### src/rtl/arb_pkg.sv
// arb_pkg: shared requester count, index type and round-robin pick for arb_mux_4_1
package arb_pkg;

    localparam int N_REQ = 4;

    typedef logic [1:0] req_idx_t;

    localparam req_idx_t LAST_RST = 2'd3;

    // Searches last+1, last+2, last+3, last (mod 4); the nearest valid requester wins.
    function automatic req_idx_t rr_pick(input logic [N_REQ-1:0] v, input req_idx_t last);
        req_idx_t g;
        g = last;
        for (int k = N_REQ; k >= 1; k--) begin
            if (v[last + req_idx_t'(k)]) g = last + req_idx_t'(k);
        end
        return g;
    endfunction

endpackage

### src/rtl/mux_4_1.sv
// mux_4_1: W-bit 4:1 multiplexer
module mux_4_1
    import arb_pkg::*;
#(
    parameter int W = 4
) (
    input  logic [W-1:0] d0_i,
    input  logic [W-1:0] d1_i,
    input  logic [W-1:0] d2_i,
    input  logic [W-1:0] d3_i,
    input  req_idx_t     sel_i,
    output logic [W-1:0] y_o
);

    always_comb begin
        y_o = sel_i[1] ? (sel_i[0] ? d3_i : d2_i) : (sel_i[0] ? d1_i : d0_i);
    end

endmodule

### src/rtl/arb_mux_4_1.sv
// arb_mux_4_1: round-robin arbiter over four valid/ready requesters feeding a one-entry output register
module arb_mux_4_1
    import arb_pkg::*;
#(
    parameter int W = 4
) (
    input  logic             clk,
    input  logic             rst,
    input  logic [W-1:0]     d0,
    input  logic [W-1:0]     d1,
    input  logic [W-1:0]     d2,
    input  logic [W-1:0]     d3,
    input  logic [N_REQ-1:0] in_valid,
    output logic [N_REQ-1:0] in_ready,
    output logic [W-1:0]     out_data,
    output req_idx_t         out_src,
    output logic             out_valid,
    input  logic             out_ready
);

    logic [W-1:0] out_data_q, out_data_d, mux_y;
    req_idx_t     out_src_q, out_src_d, last_q, last_d, grant;
    logic         out_valid_q, out_valid_d, en;

    mux_4_1 #(.W(W)) u_mux (
        .d0_i (d0),
        .d1_i (d1),
        .d2_i (d2),
        .d3_i (d3),
        .sel_i(grant),
        .y_o  (mux_y)
    );

    // The register accepts a new item when empty or when its current item leaves this cycle.
    always_comb begin
        grant       = rr_pick(in_valid, last_q);
        en          = !rst && (|in_valid) && (!out_valid_q || out_ready);
        in_ready    = en ? (N_REQ'(1) << grant) : '0;
        out_valid_d = en || (out_valid_q && !out_ready);
        out_data_d  = en ? mux_y : out_data_q;
        out_src_d   = en ? grant : out_src_q;
        last_d      = en ? grant : last_q;
    end

    always_ff @(posedge clk) begin
        if (rst) begin
            out_valid_q <= 1'b0;
            out_data_q  <= '0;
            out_src_q   <= '0;
            last_q      <= LAST_RST;
        end else begin
            out_valid_q <= out_valid_d;
            out_data_q  <= out_data_d;
            out_src_q   <= out_src_d;
            last_q      <= last_d;
        end
    end

    assign out_data  = out_data_q;
    assign out_src   = out_src_q;
    assign out_valid = out_valid_q;

endmodule

### config.mk
export PLATFORM = sky130hd
export DESIGN_NAME = arb_mux_4_1
export DESIGN_NICKNAME = d
export VERILOG_FILES = /design/src/rtl/arb_pkg.sv /design/src/rtl/mux_4_1.sv /design/src/rtl/arb_mux_4_1.sv
export SDC_FILE = /design/constraint.sdc
export NUM_CORES = 1
export LEC_CHECK = 0
export ABC_CLOCK_PERIOD_IN_PS = 2100
export BUFFER_PORTS_ARGS = -buffer_cell sky130_fd_sc_hd__buf_2
export CORE_UTILIZATION = 43
export CTS_BUF_LIST = sky130_fd_sc_hd__clkbuf_8
export DETAILED_ROUTE_END_ITERATION = 10
export PLACE_DENSITY = 0.92
export RECOVER_POWER = 25
export SLEW_MARGIN = 20
export SYNTH_ARGS = -nofsm -noshare
export SYNTH_HDL_FRONTEND = slang
export SYNTH_HIERARCHICAL = 1
export SYNTH_SLANG_ARGS = --single-unit
### constraint.sdc
create_clock -name clk -period 2.1 [get_ports clk]
set_input_delay 0.42 -clock clk [delete_from_list [all_inputs] [get_ports clk]]
set_output_delay 0.42 -clock clk [all_outputs]
set_load 0.02 [all_outputs]
**Word-level counts from Yosys, hierarchy flattened**

Index checks and enable logic that the tools add are counted.

- Register bits after elaboration: 9
- Input port bits: 23
- Output and inout bits: 11
- Logic and storage cells: 33

- Add/subtract/negate cells: 3
- $lt $le $gt $ge: 3
- Shifts and indexed selects: 1
- Muxes and demuxes: 13
- Reductions and logical operators: 9

Operators with widths:

| cell | number |
|---|---|
| $mux W4 | 4 |
| $lt A2 B3 Y1 const B | 3 |
| $bmux W1 S2 | 3 |
| $mux W2 | 3 |
| $add A2 B2 Y2 const B | 2 |
| $reduce_or A4 Y1 | 1 |
| $shl A1 B2 Y4 const A | 1 |
| $logic_and A1 B1 Y1 | 3 |
| $logic_not A1 Y1 | 3 |
| $mux W1 | 3 |
| $add A2 B1 Y2 const B | 1 |
| $logic_or A1 B1 Y1 | 2 |

**Depth between registers and ports, before layout**

- Depth after elaboration: 8
- Depth in mapped cells: 7
- Mapped depth without buffers: 7

**Modules after synthesis**

Netlist, hierarchy kept.

Modules (own cells, without submodules):

| module | instances | cells each | area an instance (um^2) | sequential area each (um^2) |
|---|---|---|---|---|
| arb_mux_4_1 | 1 | 56 | 456.7 | 180.2 |
| mux_4_1 | 1 | 4 | 105.1 | 0.0 |

**Least setup slack after synthesis**

OpenSTA, ideal clock, no wires.

- Path kind: input port to flip-flop
- Start point: input in_valid[1]
- End point: register out_data_q[0], in the netlist out_data[0]
- Library setup time: 0.116 ns
- Data arrival time: 1.657 ns
- Data required time: 1.984 ns
- Slack: 0.327 ns
- Stages on the path: 7
- Buffers on the path: 0
- Cell sequence: or2b_1 a21oi_1 nor3_2 inv_2 mux4_1 nand2_1 a21oi_1

- Longest elaborated chain between the ends: 7
- Elaborated cells between the ends (all ways): 15
- Classes of those cells: 12 x mux; 3 x reduce/logical

RTL lines:

| what | RTL line | RTL |
|---|---|---|
| start: declaration | arb_mux_4_1.sv:13 | `input logic [N_REQ-1:0] in_valid,` |
| $bmux W1 S2 | arb_pkg.sv:15 | `if (v[last + req_idx_t'(k)]) g = last + req_idx_t'(k);` |
| $mux W1 (not written as such) | arb_pkg.sv:15 |  |
| $mux W2 (2 in a row) | arb_pkg.sv:15 |  |
| $mux W2 * | arb_pkg.sv:15 |  |
| named net grant[0] | arb_mux_4_1.sv:22 | `req_idx_t out_src_q, out_src_d, last_q, last_d, grant;` |
| $mux W4 | mux_4_1.sv:16 | `y_o = sel_i[1] ? (sel_i[0] ? d3_i : d2_i) : (sel_i[0] ? d1_i : d0_i);` |
| $mux W4 * | mux_4_1.sv:16 |  |
| named net mux_y[0] | arb_mux_4_1.sv:21 | `logic [W-1:0] out_data_q, out_data_d, mux_y;` |
| end signal: assignment | arb_mux_4_1.sv:53 | `out_data_q <= out_data_d;` |
| end: declaration | arb_mux_4_1.sv:21 |  |

The timed path passes the listed nets; every way through them passes the cells marked *. The select of a mux whose other input is x is not followed.
A chain may end at the register's enable or synchronous reset.

**Worst setup path in the final report**

- Start point: input in_valid[1]
- End point: output in_ready[0]

- Longest elaborated chain between the ends: 7
- Elaborated cells between the ends (all ways): 14
- Classes of those cells: 1 x shift; 10 x mux; 3 x reduce/logical

RTL lines:

| what | RTL line | RTL |
|---|---|---|
| $bmux W1 S2 | arb_pkg.sv:15 |  |
| $mux W1 (not written as such) | arb_pkg.sv:15 |  |
| $mux W2 (3 in a row) | arb_pkg.sv:15 |  |
| $shl A1 B2 Y4 | arb_mux_4_1.sv:38 | `in_ready = en ? (N_REQ'(1) << grant) : '0;` |
| $mux W4 * | arb_mux_4_1.sv:38 |  |
| end: declaration | arb_mux_4_1.sv:14 | `output logic [N_REQ-1:0] in_ready,` |

Mark *: on every way between the ends. The rest lies on a longest branch, timed or not. The select of a mux whose other input is x is not followed.

==> results.toml <==
[setup_path]
cp.required_ns = 1.68
crit_chain = "buf_2 > nor4_1 > nand2b_1 > nor2_2 > and3_1 > buf_2"
critical_path.slowest_cell = "nor4_1"
end_kind = "output pin"
critPathLaunchType = "input port"
critPathKind = "in2out"
crit_path_max_fanout = 5
arrival_ns = 1.57
path_buf_inv = 2
crit_path_frequent_cell = "buf_2"
critPathMaxStageDelay_ns = 0.42
crit_family = "simple AND/OR/NAND/NOR gates"

[sta]
timing_hold_violations_final = 0
rsz0062_at_grt = "no"
worstMarginPinSlew_ns = 0.419
period_minus_slack_ns = 1.99
period_share_pct = 94.8
tns_ns = 0
max_freq_mhz = 502
worst_hold_slack_ns = 0.452
setup_violations = 0
fin_skew_ns = 0.000660
relSlewSlack_pct = 71.8
slew_violations = 0

[cells_and_area]
nets = 120
final_layout_size_suffix_gt1_share_pct = 37.5
stdcell_count = 110
syn2layout_area_growth_pct = 35.9
insertedDiodeCount = 0
fin_util_pct = 66.0

[worst_hold_path]
hp-class = "reg2reg"

[yosys]
ys_seq_area_share_pct = 32.1
synth.avg_cell_area_um2 = 9.36
synth.distinct_cells = 22
synthCells = 60
syn_nets = 83
syn-cell-area_um2 = 562
yosysWarnings = 6
ys_seq_elements = 9

[route]
totalWireLength_mm = 1.21
vias = 584
drt_pass1_iterations = 4
viasPerCell = 5.31
drc = 0
detail-route-antenna-nets = 0
wl_per_cell_um = 11.0
first_iter_violations = 16

[clocking]
clock_sinks = 9
path_clk_slew_ns = 0.05
cts_buffers = 3
clk_latency_ns = 0.23
cts_buffer_depth = 2
post-cts-setup-buffer-count = 0
cts_tree = "done"
hold_buffers = 0
clockRootBuffer = "clkbuf_8"
cts_resized = 0
cts_max_level = 1

[grt]
grtUsageTotal_pct = 20.0
antenna_found_initial = 0
grt_max_degree = 11
grt_pass1_wl_mm = 2.08
grt_overflow = 0
first_global_vias = 525

[status]
status = "complete, no violations"

[floorplan]
dieHeight_um = 38.1
ioPinCount = 34
die_w_um = 38.1
design.die.area_mm2 = 0.00146
fp.coreArea_mm2 = 0.00116
rows = 12
initial_core_util_pct = 48.6

[pwr]
leakage_uw = 0.000385
power_density_mw_per_mm2 = 749
clkPwrFrac_pct = 33.9
p_sw_share_pct = 30.2
ir_worst_vdd_mv = 0.317
power.switching_uw = 173
seqPwrFrac_pct = 35.7
comb_power_share_pct = 30.4
p_int_uw = 399

[placed_design]
dpl.hpwl_um = 955
port-buffer-count = 33
dp.cells = 106
routabilityCongestion = 0.725

[job]
maxCapViolations = 0
==> final timing paths <==
path / start / endpoint / slack (ns) / depth (start not counted)
worst max register to register: last_q[0] / out_data[0] / 0.28 / 7
worst min-delay path: out_data[0] / out_data[0] / 0.45 / 2
worst min register to register: out_data[0] / out_data[0] / 0.45 / 2
worst max-delay path: in_valid[1] / in_ready[0] / 0.11 / 6
==> cell type report <==
class	instances	area, µm²
fill	87	393
timing repair buffer	34	168
tap	14	17.5
inverter	2	7.51
multi-input combinational	47	345
clock inverter	1	3.75
sequential	9	180
clock buffer	3	41.3
==> logic make-up after synthesis <==
group,share of synthesized area [%]
mux,18.7
flops,32.1
compound gates,14.5
buf+inv,5.34
simple gates,29.4
==> sequential cells by signal (all words and copies together), names as in the netlist <==
signal and cells:
last_q 2, out_valid 1, out_data 4, out_src 2
==> layout by cell type (no fill, tap or decap), drive strengths merged <==
master  count
o21bai      1
mux4        4
dfxtp       9
o21a        2
a22o        1
or2b        1
nor2b       4
o21ai       3
nor3        2
inv         3
buf        30
a21oi       7
clkbuf      7
nor3b       1
and3        4
nand2       8
nand2b      3
nor2        4
nor4        2
==> synthesized netlist by cell type <==
cell type  number  area (µm²)
a21oi_1         7        35.0
nor2_1          3        11.3
nor4_2          1        12.5
inv_1           1        3.75
nand2_1         8        30.0
dfxtp_1         9         180
o21a_1          2        15.0
nor2b_1         4        25.0
nor4_1          1        6.26
nor3_1          1        5.00
nor2_2          1        6.26
o21bai_1        1        7.51
buf_6           2        22.5
and3_1          4        25.0
inv_2           1        3.75
o21ai_0         3        15.0
nor3_2          1        10.0
nand2b_1        3        18.8
mux4_1          4         105
nor3b_1         1        7.51
or2b_1          1        7.51
a22o_1          1        8.76
==> metal layers <==
metal | vias to the layer above | wire [µm] | track usage (%)
li1 | 291 | - | -
met1 | 255 | 556 | 26.3
met2 | 38 | 546 | 32.6
met3 | 0 | 105 | 4.07
met4 | 0 | 0 | 6.25
met5 | - | 0 | 0
==> power groups by stage <==
stage	Sequential, µW	Combinational (µW)	Clock [µW]
after floorplan	225	103	0
after global placement	206	172	0
after detailed placement	207	176	0
after CTS	204	178	194
after global routing	208	190	210
final	204	174	194
==> worst min-delay path: cells and delay by family, from the launching register on <==
kind             cells  cell delay (ns)
flip-flops           1             0.30
AND/OR/NAND/NOR      1             0.05
AO/OA/AOI/OAI        1             0.05
==> per-stage QoR <==
step / instance area [µm²] / total power (µW) / setup WS [ns]
floorplan: 562 / 328 / 0.327
global placement: 729 / 377 / 0.124
detailed placement: 729 / 383 / 0.0767
CTS: 774 / 577 / 0.140
global route: 763 / 608 / 0.0170
finish: 763 / 572 / 0.109
No activity file was read; power rests on OpenSTA's default activity.
